File: src/rtl/conv3x3_mac_pipe.sv
// conv3x3_mac_pipe: 4-stage signed KxK MAC with serial kernel load and rounding requantisation.
// Define CONV_RELU_EN to force negative saturated results to zero.
module conv3x3_mac_pipe #(
    parameter int DATA_W = 8,
    parameter int K_DIM  = 3,
    parameter int W_W    = 8,
    parameter int ACC_W  = 20,
    parameter int SHIFT  = 4
) (
    input  logic                          clk,
    input  logic                          rst_n,
    input  logic                          i_w_we,
    input  logic signed [W_W-1:0]         i_w_data,
    input  logic signed [ACC_W-1:0]       i_bias,
    output logic                          o_w_ready,
    input  logic                          i_valid,
    input  logic [K_DIM*K_DIM*DATA_W-1:0] i_win_flat,
    output logic signed [DATA_W-1:0]      o_data,
    output logic                          o_valid
);

    localparam int K_SZ  = K_DIM * K_DIM;
    localparam int P_W   = DATA_W + W_W;
    localparam int RS_W  = P_W + $clog2(K_DIM) + 1;
    localparam int IDX_W = (K_SZ > 1) ? $clog2(K_SZ) : 1;
    localparam int R_W   = ACC_W + 1;

    localparam logic [IDX_W-1:0] LAST_IDX = IDX_W'(K_SZ - 1);
    localparam logic signed [R_W-1:0] RND =
        (SHIFT > 0) ? (R_W'(1) << ((SHIFT > 0) ? SHIFT - 1 : 0)) : '0;
    localparam logic signed [R_W-1:0] MAXV = R_W'(2 ** (DATA_W - 1) - 1);
    localparam logic signed [R_W-1:0] MINV = R_W'(-(2 ** (DATA_W - 1)));

    typedef enum logic [0:0] {
        LOAD,
        RUN
    } state_t;

    state_t                   state;
    logic [IDX_W-1:0]         w_idx;
    logic signed [W_W-1:0]    weight [K_SZ];
    logic signed [ACC_W-1:0]  bias;

    logic                     accept;
    logic                     s1_v;
    logic signed [P_W-1:0]    s1_p [K_SZ];
    logic                     s2_v;
    logic signed [RS_W-1:0]   s2_rs [K_DIM];
    logic                     s3_v;
    logic signed [ACC_W-1:0]  s3_acc;

    logic signed [RS_W-1:0]   rs_d [K_DIM];
    logic signed [ACC_W-1:0]  acc_d;
    logic signed [R_W-1:0]    rnd;
    logic signed [R_W-1:0]    shr;
    logic signed [DATA_W-1:0] sat;

    assign accept = i_valid && (state == RUN);

    // A write while running restarts the load at index 0; untouched
    // weights keep their previous values until overwritten.
    always_ff @(posedge clk or negedge rst_n) begin
        if (!rst_n) begin
            state     <= LOAD;
            w_idx     <= '0;
            o_w_ready <= 1'b0;
            bias      <= '0;
            for (int g = 0; g < K_SZ; g++) begin
                weight[g] <= '0;
            end
        end else if (i_w_we) begin
            if (state == RUN) begin
                weight[0] <= i_w_data;
                w_idx     <= IDX_W'(1);
                state     <= LOAD;
                o_w_ready <= 1'b0;
            end else begin
                weight[w_idx] <= i_w_data;
                if (w_idx == LAST_IDX) begin
                    bias      <= i_bias;
                    w_idx     <= '0;
                    state     <= RUN;
                    o_w_ready <= 1'b1;
                end else begin
                    w_idx <= w_idx + IDX_W'(1);
                end
            end
        end
    end

    always_comb begin
        for (int r = 0; r < K_DIM; r++) begin
            rs_d[r] = '0;
            for (int c = 0; c < K_DIM; c++) begin
                rs_d[r] = rs_d[r] + RS_W'(s1_p[r*K_DIM+c]);
            end
        end
    end

    always_comb begin
        acc_d = bias;
        for (int r = 0; r < K_DIM; r++) begin
            acc_d = acc_d + ACC_W'(s2_rs[r]);
        end
    end

    // One extra bit keeps the rounding add from wrapping near full scale.
    always_comb begin
        rnd = R_W'(s3_acc) + RND;
        shr = rnd >>> SHIFT;
        if (shr > MAXV) begin
            sat = MAXV[DATA_W-1:0];
        end else if (shr < MINV) begin
            sat = MINV[DATA_W-1:0];
        end else begin
            sat = shr[DATA_W-1:0];
        end
`ifdef CONV_RELU_EN
        if (sat[DATA_W-1]) begin
            sat = '0;
        end
`endif
    end

    always_ff @(posedge clk or negedge rst_n) begin
        if (!rst_n) begin
            s1_v    <= 1'b0;
            s2_v    <= 1'b0;
            s3_v    <= 1'b0;
            o_valid <= 1'b0;
            o_data  <= '0;
            s3_acc  <= '0;
            for (int g = 0; g < K_SZ; g++) begin
                s1_p[g] <= '0;
            end
            for (int r = 0; r < K_DIM; r++) begin
                s2_rs[r] <= '0;
            end
        end else begin
            s1_v <= accept;
            for (int g = 0; g < K_SZ; g++) begin
                s1_p[g] <= P_W'($signed(i_win_flat[g*DATA_W +: DATA_W]))
                         * P_W'(weight[g]);
            end
            s2_v <= s1_v;
            for (int r = 0; r < K_DIM; r++) begin
                s2_rs[r] <= rs_d[r];
            end
            s3_v    <= s2_v;
            s3_acc  <= acc_d;
            o_valid <= s3_v;
            if (s3_v) begin
                o_data <= sat;
            end
        end
    end

endmodule
File: config.mk
export PLATFORM = sky130hd
export DESIGN_NAME = conv3x3_mac_pipe
export DESIGN_NICKNAME = d
export VERILOG_FILES = /design/src/rtl/conv3x3_mac_pipe.sv
export SDC_FILE = /design/constraint.sdc
export NUM_CORES = 2
export LEC_CHECK = 0
export CORE_MARGIN = 2
export CORE_UTILIZATION = 60
export DETAILED_ROUTE_END_ITERATION = 8
export HOLD_SLACK_MARGIN = 0.02
export PLACE_DENSITY = 0.88
export SKIP_LAST_GASP = 1
export SLEW_MARGIN = 10
export SYNTH_ARGS = -nofsm -noshare
export SYNTH_HDL_FRONTEND = slang
export SYNTH_SLANG_ARGS = --single-unit
File: constraint.sdc
create_clock -name clk -period 5 [get_ports clk]
set_input_delay 0.5 -clock clk [delete_from_list [all_inputs] [get_ports clk]]
set_output_delay 0.5 -clock clk [all_outputs]
set_load 0.01 [all_outputs]
* Yosys cells after proc, flatten, opt, wreduce, memory -nomap -nowiden
Cells that the tools add are included.
** Word-level totals
- Bits in registers :: 328
- Input port bits :: 104
- Word-level logic and storage cells :: 76
** Operators by class
- Add/subtract/negate cells :: 11
- Multiply operators :: 9
- $lt $le $gt $ge :: 4
- Eq/ne operators :: 1
- Mux-type cells :: 12
- Bitwise operators :: 2
- Reduce and logical (&&, ||, !) cells :: 6
** Operator list (count)
- multiplier 8 x 8 -> 16 bit :: 9
- bitwise mux 72 bit :: 1
- adder 20 x 18 -> 20 bit :: 3
- adder 17 x 16 -> 18 bit :: 3
- adder 16 x 16 -> 17 bit :: 3
- demux 8 bit (select 4 bit) :: 1
- 2-to-1 mux 8 bit :: 4
- adder 20 x 5 -> 21 bit, second input constant :: 1
- > comparator 17 x 8 -> 1 bit, second input constant :: 1
- < comparator 17 x 8 -> 1 bit, second input constant :: 1
- 2-to-1 mux 4 bit :: 2
- greater-or-equal comparator 5 bit, second input constant :: 1
- < comparator 5 x 1 -> 1 bit, second input constant :: 1
- NOT 4 -> 5 bit :: 1
- adder 4 x 1 -> 4 bit, second input constant :: 1
- == test 4 bit, second input constant :: 1
- 2-to-1 mux 1 bit :: 4
- AND reduction 2 bit :: 2
- AND reduction 3 bit :: 1
- logical AND 1 bit :: 2
- nonzero test 2 bit :: 1
- NOT 1 bit :: 1

* Logic depth before layout (Yosys ltp)
- Depth after elaboration :: 7
- Mapped depth :: 20
- Mapped depth without buffers :: 20

* Worst setup path before layout
Ideal clock, no wire load.
- Path type :: in2reg
- Start point :: input i_win_flat[69]
- End point :: register s1_p[14] in the netlist's numbering
- Setup time :: 0.116 ns
- Arrival time :: 4.464 ns
- Data required time :: 4.884 ns
- Slack :: 0.421 ns
- Stages on the path :: 17
- Buffers on the path :: 0
- Cells stage by stage :: and2_1 fa_1 inv_1 fa_1 inv_1 fa_1 inv_1 fa_1 inv_1 ha_1 o21ai_0 a21boi_0 o21ai_0 a21oi_1 o21ai_0 or4b_2 o311ai_0
** On the way
- Cells in the longest elaborated chain, start to end :: 1
** Ends and longest elaborated chain
- start: declaration :: RTL line 17 : input logic [K_DIM*K_DIM*DATA_W-1:0] i_win_flat,
- multiplier 8 x 8 -> 16 bit :: RTL line 143 : * P_W'(weight[g]);
- end signal: indexed assignment :: RTL line 142 : s1_p[g] <= P_W'($signed(i_win_flat[g*DATA_W +: DATA_W]))
- end: declaration :: RTL line 46 : logic signed [P_W-1:0] s1_p [K_SZ];
No other way between the ends.
A chain may end at the register's enable or synchronous reset.

* Worst setup path in the final report
- Start point :: register weight[2] in the netlist's numbering
- End point :: register s1_p[14] in the netlist's numbering
** On the way
- Cells in the longest elaborated chain, start to end :: 1
** Ends and longest elaborated chain
- start: declaration :: RTL line 41 : logic signed [W_W-1:0] weight [K_SZ];
- start signal: indexed assignment :: RTL line 78 : weight[w_idx] <= i_w_data;
- multiplier 8 x 8 -> 16 bit :: RTL line 143
No other way between the ends.

==> impl_metrics.toml <==
[cts]
cts-buffers-inserted = 38
h-tree-depth = 2
cts_root_buf = "clkbuf_16"
cts_tree = "done"
clk_pin_slew_ns = 0.06
clk-insertion-delay-late_ns = 0.56
cts_num_sinks = 325
clk_path_buf_depth = 3

[timing]
finalCritPeriodShare_pct = 96.24
worst_slack_ns = 0.1880
worst_pin_slew_ns = 1.204
rsz0062_at_grt = "yes"
post-route-min-period_ns = 4.812
skew_ns = 0.01852
drv_slew = 0
relSlewSlack_pct = 19.51
setup_tns_ns = 0
max_freq_mhz = 207.8
hold_violations = 0
finalSetupViolCount = 0

[critical_path]
cp_slowest_stage_delay_ns = 0.60
arrival_ns = 5.23
r2r_cells = 17
cp.required_ns = 5.42
reg2reg_setup_slack_ns = 0.19
setup.worst_path.start = "weight[2]"
slowest_stage = "or4b_2"
cp_cell_sequence = "and2_1 -> fa_1 -> inv_1 -> fa_1 -> inv_1 -> fa_1 -> inv_1 -> fa_1 -> inv_1 -> ha_1 -> o21ai_0 -> a21boi_1 -> o21ai_1 -> a21oi_1 -> o21ai_1 -> or4b_2 -> o311ai_0"
worstPathMaxFanout = 6
critPathKind = "reg -> reg"
timing.rr.end = "s1_p[14]"
crit_family = "adder cells"
reg2reg_from = "weight[2]"
crit_buf_inv = 4
end_kind = "register"
cp-start-kind = "register"

[global_routing]
grt_max_degree = 138
overflow = 0
antenna_found_initial = 8
grt_pass1_vias = 28150
grt_pass1_wl_um = 141600
grt_use_total_pct = 28.27

[floorplanning]
io_pins = 114
dieArea_sq_um = 63230
die_height_um = 251.5
die_x_um = 251.5
start_util_pct = 60.76
core_area_sq_um = 60470
fp-row-count = 90

[synth]
synth.distinct_cells = 73
synth_fp_nets = 4575
synth_warnings = 0
netlist_area_sq_um = 36740
syn_area_per_cell_sq_um = 10.33
yosysSeqAreaShare_pct = 22.14
ys_ff_latch = 325
synth_cells = 3557
synthArstFlopShare_pct = 100.0
synth_top_flop_cell = "dfrtp_1"
synth_edf_count = 0

[hold_path]
hold_class = "reg -> reg"
worstHoldEndpoint = "s3_v"
whs_path_depth = 0
hold_start = "s2_v"

[routing]
dr_total_vias = 25660
ant_nets = 0
drtIter0Drc = 1701
wl_per_cell_um = 18.03
wl_um = 84040
drt-vias-per-instance = 5.504
route.detailed.drc = 0
firstDrtPassIters = 7

[placed_design]
place_congestion = 0.9087
dp_hpwl_um = 66580
place_ws_ns = -0.5653
numPortBuffers = 113

[finish]
fin_nets = 4863
syn_to_final_growth_pct = 12.40
nFillCells = 4229
seqCellArea_sq_um = 8139
final_common_cell = "inv_1"
multi_input_area_sq_um = 25590
layout_common_cells = "784 x inv_1, 583 x fa_1, 376 x and2_1"
drive_gt1_share_pct = 8.908

[outcome]
status = "finished clean"

[flow_run]
drv_cap = 0
==> registers in the layout (all words and copies together) (netlist names) <==
signal     count
bias          20
o_valid        1
o_data         8
s1_v           1
s1_p         144
s3_acc        17
weight        72
w_idx          4
o_w_ready      1
s2_rs         54
s2_v           1
s3_v           1
state          1
==> synthesized netlist by cell type (4+ instances only) <==
master     number  area (sq um)
a2111oi_0       5         43.79
a211oi_1        8         60.06
a21boi_0       13         97.59
a21o_1         29         217.7
a21oi_1        89         445.4
a31oi_1         9         56.30
a41oi_1        10         87.58
and2_1        376          2352
and3_1          7         43.79
clkbuf_1       10         37.54
dfrtp_1       325          8133
fa_1          583         11670
ha_1          331          4141
inv_1         784          2943
mux2_2        101          1137
mux2i_1         5         50.05
nand2_1       224         840.8
nand2b_1       21         131.4
nand3_1        31         155.2
nand4_1         5         31.28
nor2_1         88         330.3
nor2b_1        83         519.3
nor3_1         41         205.2
nor4_1          4         25.02
o211ai_1       12         90.09
o21a_1         22         165.2
o21ai_0        55         275.3
o22ai_1         7         43.79
o311ai_0        5         43.79
o31a_1          5         43.79
o31ai_1         4         30.03
or2_2           5         31.28
or3_1          12         75.07
xnor2_1       166          1454
xor2_1         27         236.5
==> worst max-delay path by stage <==
| stage | end | slack (ns) | cells after the start |
|---|---|---|---|
| finish | s1_p[14] | 0.19 | 17 |
| global placement | s1_p[14] | -0.33 | 18 |
| floorplan | s1_p[14] | 0.42 | 17 |
| detailed placement | s1_p[14] | -0.57 | 18 |
| CTS | s1_p[62] | 0.006 | 17 |
| global route | s1_p[62] | -0.05 | 17 |
==> worst reg2reg max path: stages (launching register included) <==
cell and delay, ns:
dfrtp_1 0.46, and2_1 0.20, fa_1 0.54, inv_1 0.06
fa_1 0.53, inv_1 0.06, fa_1 0.47, inv_1 0.05
fa_1 0.48, inv_1 0.04, ha_1 0.29, o21ai_0 0.12
a21boi_1 0.15, o21ai_1 0.19, a21oi_1 0.12, o21ai_1 0.18
or4b_2 0.60, o311ai_0 0.14
==> timing repair <==
item	in CTS	in global routing
pin swaps	0	2
setup buffers	0	1
hold endpoints to repair	86	0
endpoints found under the setup margin	1	2
hold buffers	1	0
gates resized for setup	1	16
==> per-stage QoR <==
| step | area [sq um] | hold WS, ns | cells | util [%] |
|---|---|---|---|---|
| after detailed placement | 39910 | 0.3356 | 4585 | 66.00 |
| final | 41300 | 0.3501 | 4662 | 68.29 |
| after global routing | 41280 | 0.3666 | 4657 | 68.27 |
| after global placement | 39910 | 0.3322 | 4585 | 66.00 |
| after floorplan | 36740 | 0.2044 | 3557 | - |
| after CTS | 41250 | 0.3481 | 4654 | 68.22 |
==> cell type report <==
type | instances | area share (%)
Inverter | 785 | 7.135
Multi-Input combinational cell | 2431 | 61.96
Timing Repair Buffer | 264 | 5.563
Clock inverter | 16 | 0.4636
Tap cell | 782 | 2.369
Antenna cell | 7 | 0.04242
Clock buffer | 52 | 2.754
Sequential cell | 325 | 19.71
==> logic make-up (layout without fill, tap and decap cells) <==
logic type	Yosys count	in the layout	share of synthesized area, %
AND/OR/NAND/NOR	915	915	13.38
AO/OA/AOI/OAI	303	303	5.374
other	0	7	0
adder cells (fa/ha/maj)	914	914	43.04
XOR/XNOR	193	193	4.601
flip-flops	325	325	22.14
multiplexers	106	106	3.232
buffers and inverters	801	1117	8.238
==> routing by layer <==
metal	share of wire (%)	vias up	global-route usage [%]
met1	40	13130	37.46
met4	3.4	2	9.116
met2	51	766	48.50
li1	-	11570	-
met3	5.9	189	3.807
met5	0.015	-	0
Power is left out: the tool's default activity adds up to more than one toggle a clock period on the data nets, which glitch-free logic cannot reach.
